**src/rtl/xor5_sched_pkg.sv**
```systemverilog
// Shared constants, FSM state encoding and width helper for the xor5 parity scheduler.
// Latency: n/a (declarations only).
// Backpressure: n/a.
package xor5_sched_pkg;

    localparam int CHUNK_W = 5;

    typedef enum logic [1:0] {
        IDLE = 2'd0,
        RUN  = 2'd1,
        DONE = 2'd2
    } state_e;

    function automatic int sched_idw(input int nreq);
        return (nreq > 2) ? $clog2(nreq) : 1;
    endfunction

endpackage

```
**src/rtl/xor5_parity_sched_if.sv**
```systemverilog
// Request/response bundle between requesters, the parity scheduler and its consumer.
// Latency: n/a (wiring only).
// Backpressure: req_ready is a one-hot accept strobe; rsp_ready stalls the result.
interface xor5_parity_sched_if #(
    parameter int WORD_W = 20,
    parameter int NREQ   = 2
) ();
    localparam int IDW = xor5_sched_pkg::sched_idw(NREQ);

    logic [NREQ-1:0]        req_valid;
    logic [NREQ*WORD_W-1:0] req_data;
    logic [NREQ-1:0]        req_ready;
    logic                   rsp_valid;
    logic                   rsp_ready;
    logic                   rsp_parity;
    logic [IDW-1:0]         rsp_id;
    logic                   busy;

    modport master (
        output req_valid, req_data, rsp_ready,
        input  req_ready, rsp_valid, rsp_parity, rsp_id, busy
    );

    modport slave (
        input  req_valid, req_data, rsp_ready,
        output req_ready, rsp_valid, rsp_parity, rsp_id, busy
    );
endinterface

```
**src/rtl/xor5_unit.sv**
```systemverilog
// Shared 5-input XOR reduction used once per chunk.
// Latency: combinational.
// Backpressure: none.
module xor5_unit
    import xor5_sched_pkg::*;
(
    input  logic [CHUNK_W-1:0] din,
    output logic               dout
);
    assign dout = ^din;
endmodule

```
**src/rtl/xor5_parity_sched.sv**
```systemverilog
// Round-robin arbiter feeding one word at a time through a shared 5-bit XOR unit; optional word_cnt via XOR5_SCHED_WORD_CNT_EN.
// Latency: result valid NCHUNK edges after the accept edge; one word per NCHUNK+2 cycles at best.
// Backpressure: holds the result while rsp_ready is low; req_ready stays low until the result is taken.
module xor5_parity_sched
    import xor5_sched_pkg::*;
#(
    parameter int WORD_W = 20,
    parameter int NREQ   = 2
) (
    input  logic                   clk,
    input  logic                   rst_n,
    xor5_parity_sched_if.slave     bus
`ifdef XOR5_SCHED_WORD_CNT_EN
    ,
    output logic [15:0]            word_cnt
`endif
);
    localparam int NCHUNK = WORD_W / CHUNK_W;
    localparam int IDW    = sched_idw(NREQ);
    localparam int CIW    = (NCHUNK > 1) ? $clog2(NCHUNK) : 1;

    localparam logic [1:0]     S_IDLE    = IDLE;
    localparam logic [1:0]     S_RUN     = RUN;
    localparam logic [1:0]     S_DONE    = DONE;
    localparam logic [CIW-1:0] LAST_IDX  = CIW'(NCHUNK - 1);
    localparam logic [IDW-1:0] RST_GRANT = IDW'(NREQ - 1);

    generate
        if ((WORD_W % CHUNK_W) != 0 || NREQ < 2 || NREQ > 4) begin : g_bad_param
            $error("xor5_parity_sched: WORD_W must be a multiple of 5 and NREQ within 2..4");
        end
    endgenerate

    logic [1:0]        state;
    logic [WORD_W-1:0] word_q;
    logic [CIW-1:0]    idx;
    logic              acc;
    logic [IDW-1:0]    id_q;
    logic [IDW-1:0]    last_grant;

    logic              gnt_vld;
    logic [IDW-1:0]    gnt_idx;
    logic [IDW-1:0]    cand;
    logic [NREQ-1:0]   req_ready_w;
    logic [CHUNK_W-1:0] chunk;
    logic              chunk_x;
    logic              accept;
    logic              rsp_hs;

    // Rotating priority: the requester after the last grant is tried first.
    always_comb begin
        gnt_vld = 1'b0;
        gnt_idx = '0;
        cand    = '0;
        for (int k = 1; k <= NREQ; k++) begin
            cand = IDW'((int'(last_grant) + k) % NREQ);
            if (!gnt_vld && bus.req_valid[cand]) begin
                gnt_vld = 1'b1;
                gnt_idx = cand;
            end
        end
    end

    // rst_n gates the strobe so nothing looks accepted while reset is held.
    assign accept = rst_n && (state == S_IDLE) && gnt_vld;
    assign rsp_hs = (state == S_DONE) && bus.rsp_ready;

    always_comb begin
        req_ready_w = '0;
        if (accept) begin
            req_ready_w[gnt_idx] = 1'b1;
        end
    end

    assign chunk = word_q[idx*CHUNK_W +: CHUNK_W];

    xor5_unit u_xor5 (
        .din  (chunk),
        .dout (chunk_x)
    );

    always_ff @(posedge clk or negedge rst_n) begin
        if (!rst_n) begin
            state      <= S_IDLE;
            word_q     <= '0;
            idx        <= '0;
            acc        <= 1'b0;
            id_q       <= '0;
            last_grant <= RST_GRANT;
        end else begin
            case (state)
                S_IDLE: begin
                    if (accept) begin
                        word_q     <= bus.req_data[gnt_idx*WORD_W +: WORD_W];
                        id_q       <= gnt_idx;
                        last_grant <= gnt_idx;
                        idx        <= '0;
                        acc        <= 1'b0;
                        state      <= S_RUN;
                    end
                end
                S_RUN: begin
                    acc <= acc ^ chunk_x;
                    if (idx == LAST_IDX) begin
                        idx   <= '0;
                        state <= S_DONE;
                    end else begin
                        idx <= idx + CIW'(1);
                    end
                end
                S_DONE: begin
                    if (rsp_hs) begin
                        state <= S_IDLE;
                    end
                end
                default: state <= S_IDLE;
            endcase
        end
    end

    assign bus.req_ready  = req_ready_w;
    assign bus.rsp_valid  = (state == S_DONE);
    assign bus.rsp_parity = acc;
    assign bus.rsp_id     = id_q;
    assign bus.busy       = (state != S_IDLE);

`ifdef XOR5_SCHED_WORD_CNT_EN
    logic [15:0] word_cnt_q;

    always_ff @(posedge clk or negedge rst_n) begin
        if (!rst_n) begin
            word_cnt_q <= 16'd0;
        end else if (rsp_hs) begin
            word_cnt_q <= word_cnt_q + 16'd1;
        end
    end

    assign word_cnt = word_cnt_q;
`endif

endmodule

```
**src/flat_wrapper.sv**
```systemverilog
// flat-port wrapper written by rule: the top's interface ports become plain ports
module xor5_parity_sched_flat import xor5_sched_pkg::*;
#(
    parameter int WORD_W = 20,
    parameter int NREQ   = 2
)
  (clk, rst_n, bus_req_valid, bus_req_data, bus_rsp_ready, bus_req_ready, bus_rsp_valid, bus_rsp_parity, bus_rsp_id, bus_busy);
  xor5_parity_sched_if #(.WORD_W(WORD_W), .NREQ(NREQ)) bus_i ();
  input  logic clk;
  input  logic rst_n;
  input wire logic [$bits(bus_i.req_valid)-1:0] bus_req_valid;
  input wire logic [$bits(bus_i.req_data)-1:0] bus_req_data;
  input wire logic [$bits(bus_i.rsp_ready)-1:0] bus_rsp_ready;
  output wire logic [$bits(bus_i.req_ready)-1:0] bus_req_ready;
  output wire logic [$bits(bus_i.rsp_valid)-1:0] bus_rsp_valid;
  output wire logic [$bits(bus_i.rsp_parity)-1:0] bus_rsp_parity;
  output wire logic [$bits(bus_i.rsp_id)-1:0] bus_rsp_id;
  output wire logic [$bits(bus_i.busy)-1:0] bus_busy;
  assign bus_i.req_valid = bus_req_valid;
  assign bus_i.req_data = bus_req_data;
  assign bus_i.rsp_ready = bus_rsp_ready;
  assign bus_req_ready = bus_i.req_ready;
  assign bus_rsp_valid = bus_i.rsp_valid;
  assign bus_rsp_parity = bus_i.rsp_parity;
  assign bus_rsp_id = bus_i.rsp_id;
  assign bus_busy = bus_i.busy;
  xor5_parity_sched #(.WORD_W(WORD_W), .NREQ(NREQ)) u_core (.clk(clk), .rst_n(rst_n), .bus(bus_i));
endmodule
```
**config.mk**
```make
export PLATFORM = sky130hd
export DESIGN_NAME = xor5_parity_sched_flat
export DESIGN_NICKNAME = d
export VERILOG_FILES = /design/src/rtl/xor5_sched_pkg.sv /design/src/rtl/xor5_parity_sched_if.sv /design/src/rtl/xor5_unit.sv /design/src/rtl/xor5_parity_sched.sv /design/src/flat_wrapper.sv
export SDC_FILE = /design/constraint.sdc
export NUM_CORES = 1
export LEC_CHECK = 0
export BUFFER_PORTS_ARGS = -buffer_cell sky130_fd_sc_hd__clkbuf_2
export CAP_MARGIN = 10
export CORE_ASPECT_RATIO = 1.25
export CORE_MARGIN = 3
export CORE_UTILIZATION = 45
export CTS_BUF_LIST = sky130_fd_sc_hd__clkbuf_8
export CTS_CLUSTER_DIAMETER = 60
export DETAILED_ROUTE_END_ITERATION = 8
export PLACE_DENSITY = 0.82
export SETUP_SLACK_MARGIN = 0.5
export SLEW_MARGIN = 15
export SYNTH_ARGS = -nofsm -noshare
export SYNTH_HDL_FRONTEND = slang
export SYNTH_SLANG_ARGS = --single-unit
```
**constraint.sdc**
```tcl
create_clock -name clk -period 2.8 [get_ports clk]
set_input_delay 0.28 -clock clk [delete_from_list [all_inputs] [get_ports clk]]
set_output_delay 0.28 -clock clk [all_outputs]
set_load 0.005 [all_outputs]
```
---- Word-level counts from Yosys, hierarchy flattened ----
Index checks and enable logic that the tools add are counted.
storage, ports and cells
  output and inout bits ................... 6
  register bits ........................... 27
  input bits .............................. 45
  logic and storage cells ................. 57
cells by class
  reductions and logical operators ........ 13
  multiplexer cells ....................... 20
  magnitude comparators ................... 4
  eq/ne operators ......................... 6
  add/subtract/negate cells ............... 3
  shift-type cells ........................ 2
  $mul .................................... 2
  bitwise gates (word level) .............. 1
operators with widths
  operator                                                                      number
  40-bit by 7-bit indexed part select with 20-bit output                        1
  20-bit by 6-bit indexed part select with 5-bit output                         1
  2-bit 2-to-1 mux                                                              6
  1-bit 2-to-1 mux                                                              10
  1-bit by 2-bit less-than comparator with 1-bit output, second input constant  3
  2-bit by 1-bit != test with 1-bit output, second input constant               3
  2-bit case mux with 3 select lines                                            1
  1-bit logical AND                                                             5
  2-bit by 3-bit multiplier with 5-bit output, second input constant            1
  5-bit parity                                                                  1
  2-bit == test, second input constant                                          2
  1-bit by 3-bit multiplier with 4-bit output, second input constant            1
  2-bit case mux with 2 select lines                                            1
  2-bit AND reduction                                                           2
  2-bit nonzero test                                                            2
  3-bit AND reduction                                                           1
  1-bit adder, second input constant                                            2
  2-bit by 1-bit adder with 2-bit output, second input constant                 1
  2-bit by 1-bit == test with 1-bit output, second input constant               1
  2-bit logical NOT                                                             1
  1-bit case mux with 2 select lines                                            1
  1-bit demux with 1-bit select                                                 1
  1-bit >= comparator, second input constant                                    1
  1-bit logical NOT                                                             1
  1-bit XOR                                                                     1

---- Depth between registers and ports, before layout ----
  word-level depth ........................ 12
  depth in mapped cells ................... 6

---- Modules after synthesis ----
A second synthesis with hierarchy kept.
second synthesis, totals
  cell total of the unflattened synthesis .. 131
  area total of the unflattened synthesis .. 1473.9 um2
modules (own cells, without submodules)
  module             area an instance (um2)  cells an instance  instances
  xor5_parity_sched  1433.9                  128                1
  xor5_unit          40.0                    3                  1

---- Worst setup path after synthesis ----
OpenSTA, ideal clock, no wires.
  path kind ............................... register to register
  start point ............................. register u_core.idx[0]
  end point ............................... register u_core.acc, in the netlist u_core.bus.rsp_parity
  arrival time ............................ 1.606 ns
  slack ................................... 1.118 ns
  cell stages (with the launch flop) ...... 5
  data required time ...................... 2.724 ns
  path through ............................ dfrtp_1 > mux4_1 > xor2_1 > xnor3_1 > o21ai_1
on the way
  cells in the longest elaborated chain, start to end .. 5
ends and longest elaborated chain
  element                                                line                      text
  start: declaration                                     xor5_parity_sched.sv:36   logic [CIW-1:0] idx;
  start signal: assignment                               xor5_parity_sched.sv:108  idx <= idx + CIW'(1);
  2-bit by 3-bit multiplier with 5-bit output            xor5_parity_sched.sv:75   assign chunk = word_q[idx*CHUNK_W +: CHUNK_W];
  20-bit by 6-bit indexed part select with 5-bit output  xor5_parity_sched.sv:75
  5-bit parity                                           xor5_unit.sv:10           assign dout = ^din;
  1-bit XOR                                              xor5_parity_sched.sv:103  acc <= acc ^ chunk_x;
  1-bit case mux with 2 select lines                     xor5_parity_sched.sv:91   case (state)
  end signal: assignment                                 xor5_parity_sched.sv:103
  end: declaration                                       xor5_parity_sched.sv:37   logic acc;
No other way between the ends.
A chain may end at the register's enable or synchronous reset.

---- Worst setup path in the final report ----
  start point ............................. input rst_n
  end point ............................... output bus_req_ready[0]
on the way
  cells in the longest elaborated chain, start to end .. 3
ends and longest elaborated chain
  element                         line                     text
  start: declaration              flat_wrapper.sv:10       input logic rst_n;
  1-bit logical AND (2 in a row)  xor5_parity_sched.sv:65  assign accept = rst_n && (state == S_IDLE) && gnt_vld;
  2-bit 2-to-1 mux                xor5_parity_sched.sv:70  if (accept) begin
  end: declaration                flat_wrapper.sv:14       output wire logic [$bits(bus_i.req_ready)-1:0] bus_req_ready;
No other way between the ends.

==> results by group <==
Outcome
  • Status: complete, no violations

Setup path
  • Arrival time worst endpoint: 1.72 ns
  • RR Endpoint: u_core.bus.rsp_parity$_DFFE_PN0P_
  • Required @ worst endpoint: ~2.5 ns
  • CP Launch Type: primary input
  • FF-to-FF Start: u_core.idx[0]$_DFFE_PN0P_
  • Worst reg2reg path depth: 4
  • Worst Setup End Kind: primary output
  • Critical path class: in -> out
  • Flop-to-flop setup slack: 0.96 ns
  • Crit-path max FO: 17

CTS
  • Clk slew on worst S/H paths: 0.09 ns
  • Num Clock Sinks: 27
  • Htree depth: 1
  • TritonCTS clock tree: done
  • Post-CTS Setup Bufs: 0
  • Clk buf depth: 2
  • CTS buffer count: 3
  • Clk root buf: clkbuf_8
  • Clock Latency Late Sink: about 0.27 ns

Power
  • Sw power: about 610 uW
  • Leakage: around 0.00099 uW
  • Clock power frac: around 12%
  • Logic pwr share: between 40% and 50%
  • Power Dens Cells: around 1100 nW/um2
  • Seq pwr share: 40.0%
  • Total power: 1827 uW
  • VDD IR max: between 500 and 600 uV
  • Sw frac: 33.27%
  • Internal power: ~1200 uW

Floorplan
  • Die span in y: approximately 67 um
  • Core area: 2759 um2
  • Die Footprint: between 3000 and 4000 um2
  • Starting Density: just under 50%
  • Die X: roughly 55 um
  • I/O pin count: 51
  • Row cnt: 21

Worst hold path
  • Hold Crit Depth: 2
  • Hold path startpoint: bus_req_data[7]
  • WHS Endpoint: u_core.word_q[7]$_DFFE_PN0P_
  • Hold WC Path Type: in -> reg

Synthesis
  • Mapped Nets: 156
  • Seq cells post-synth: 27
  • Area contributors post-synth: dfrtp_1, a22o_1, a21o_1
  • Post-synthesis instance area: approximately 1300 um2
  • Synth area leader: dfrtp_1
  • Post-synthesis cell count: 110
  • Synth warnings: 0
  • Synth cell types: 22
  • Syn Area/Cell: approximately 12 um2
  • Top-area cell type share of the netlist area: 48.28%
  • Seq/Total Area, Yosys: roughly half

STA
  • Final setup TNS: 0 ns
  • Max Fclk: ~500 MHz
  • Slew Limit Fails: 0
  • RSZ-0062 raised after global routing: false
  • Worst slew margin: 71.66%
  • Worst slew pin tran: around 0.43 ns
  • Worst Clk Skew: around 0.0018 ns
  • Tcrit/Tclk final: about 70%
  • Finish-stage setup viols: 0
  • Final Hold Viols: 0
  • Minimum clock period: approximately 2.0 ns

GRT
  • Vias in the first global route: approximately 1200
  • GR Overflow Total: 0
  • First-pass GRT wire length: around 5300 um
  • Initial antenna violation count: 0
  • Pin count of the biggest net entering global routing: 24
  • Global Route Usage Sum: 20.09%

Placed design
  • PortBufs: 50
  • Post-DP HPWL: between 2000 and 2500 um
  • Dpl cells: 190
  • Placer Congestion: approximately 0.76

Routing
  • Post-route ant nets: 0
  • DR vias: 1099
  • DR iter-0 viols: 22
  • Drt pass-1 iters: 6
  • Vias per std cell: between 5 and 6
  • Routed wire length per instance: about 16 um
  • Residual DRC: 0
  • Total wire length: 3163 um

Cells and area
  • Nets@finish: 209
  • Layout cell share with drive strength beyond 1: between 30% and 40%
  • Antenna diodes: 0
  • Non-filler cells, final: 196
  • Filler cell count: roughly 250
  • Area growth syn-to-layout: 26.37%

Flow run
  • Max-cap viol count: 0
[layer usage]
| metal | wire length [um] | GRT usage (%) | vias to the layer above |
|---|---|---|---|
| met5 | 0 | 0 | - |
| met1 | 1273 | 25.47 | 542 |
| met3 | 168 | 2.870 | 7 |
| li1 | - | - | 512 |
| met4 | 71 | 9.726 | 0 |
| met2 | 1649 | 32.99 | 38 |
[cells in the final DEF, fill, tap and decap left out]
cell	count
clkbuf_2	50
nor2_1	2
dfrtp_1	26
dlygate4sd3_1	2
o2bb2ai_1	1
nand2b_1	1
mux4_1	3
nand3_1	3
o31ai_1	1
o21ai_1	1
o211ai_1	1
o21ai_0	2
ha_1	1
xnor3_1	1
clkinv_2	1
a22o_1	20
clkbuf_8	3
and3_2	1
buf_4	4
xor2_1	9
dfstp_2	1
inv_1	4
nor2b_1	1
a21boi_0	1
a21o_1	22
[layout make-up]
class	instances	area, um2	area share [%]
multi-input cells	71	621.8	36.52
inverters	4	15.01	0.8817
well taps	34	42.54	2.498
clock buffers	3	41.29	2.425
repair buffers	56	300.3	17.63
clock inverters	1	5.005	0.2939
flip-flops and latches	27	676.9	39.75
[what timing repair did]
item	in CTS	in global routing
gates resized for setup	0	1
setup endpoints to repair	0	1
endpoints found under the hold margin	5	0
hold buffers	2	0
[cell usage after synthesis, drive strengths merged]
library cell / instances
a21boi: 1
a21o: 22
a22o: 20
and3: 1
buf: 4
clkbuf: 4
dfrtp: 26
dfstp: 1
ha: 1
inv: 4
mux4: 3
nand2b: 1
nand3: 3
nor2: 2
nor2b: 1
o211ai: 1
o21ai: 3
o2bb2ai: 1
o31ai: 1
xnor3: 1
xor2: 9
[power by group through the flow]
stage / Sequential [uW] / Clock [uW] / Combinational, uW
floorplan: 700 / 0 / 687
global placement: 720 / 0 / 833
detailed placement: 734 / 0 / 878
CTS: 726 / 227 / 887
global route: 752 / 245 / 968
finish: 731 / 224 / 873
[metrics by stage]
stage	util (%)	hold WS (ns)	instance area, um2	setup slack, ns
after floorplan	-	-0.01559	1348	1.118
after global placement	59.27	0.1358	1635	0.9876
after detailed placement	59.27	0.1344	1635	0.9403
after CTS	61.68	0.1920	1702	0.5794
after global routing	61.72	0.1940	1703	0.7309
final	61.72	0.1966	1703	0.7989
[sequential cells by signal, summed over array words and instances, names as in the netlist]
| signal | flops |
|---|---|
| u_core.state | 2 |
| u_core.last_grant | 1 |
| u_core.idx | 2 |
| u_core.bus.rsp_id | 1 |
| u_core.bus.rsp_parity | 1 |
| u_core.word_q | 20 |
[worst max-delay path, cell delays in order]
cell and delay [ns]:
dlygate4sd3_1 0.56, clkbuf_2 0.18, o211ai_1 0.13, buf_4 0.22
nor2_1 0.20, clkbuf_2 0.15
[worst max-delay path by stage]
stage,endpoint,depth (start not counted),start
3_5_place_dp,bus_req_ready[1],4,bus_req_valid[1]
4_1_cts,bus_req_ready[1],4,rst_n
6_report,bus_req_ready[0],6,rst_n
5_1_grt,bus_req_ready[0],6,rst_n
3_3_place_gp,bus_req_ready[1],4,bus_req_valid[1]
2_1_floorplan,u_core.bus.rsp_parity$_DFFE_PN0P_,4,u_core.idx[0]$_DFFE_PN0P_
[logic make-up (layout without fill, tap and decap cells)]
family / count (synthesis) / count (layout) / synth area share [%]
buf+inv: 12 / 64 / 3.713
simple gates: 8 / 8 / 3.065
flops: 27 / 27 / 50.23
xor+xnor: 10 / 10 / 7.521
fa+ha+maj: 1 / 1 / 0.9284
mux: 3 / 3 / 5.850
compound gates: 49 / 49 / 28.69
Note: power is estimated with default switching activity, not from simulation.
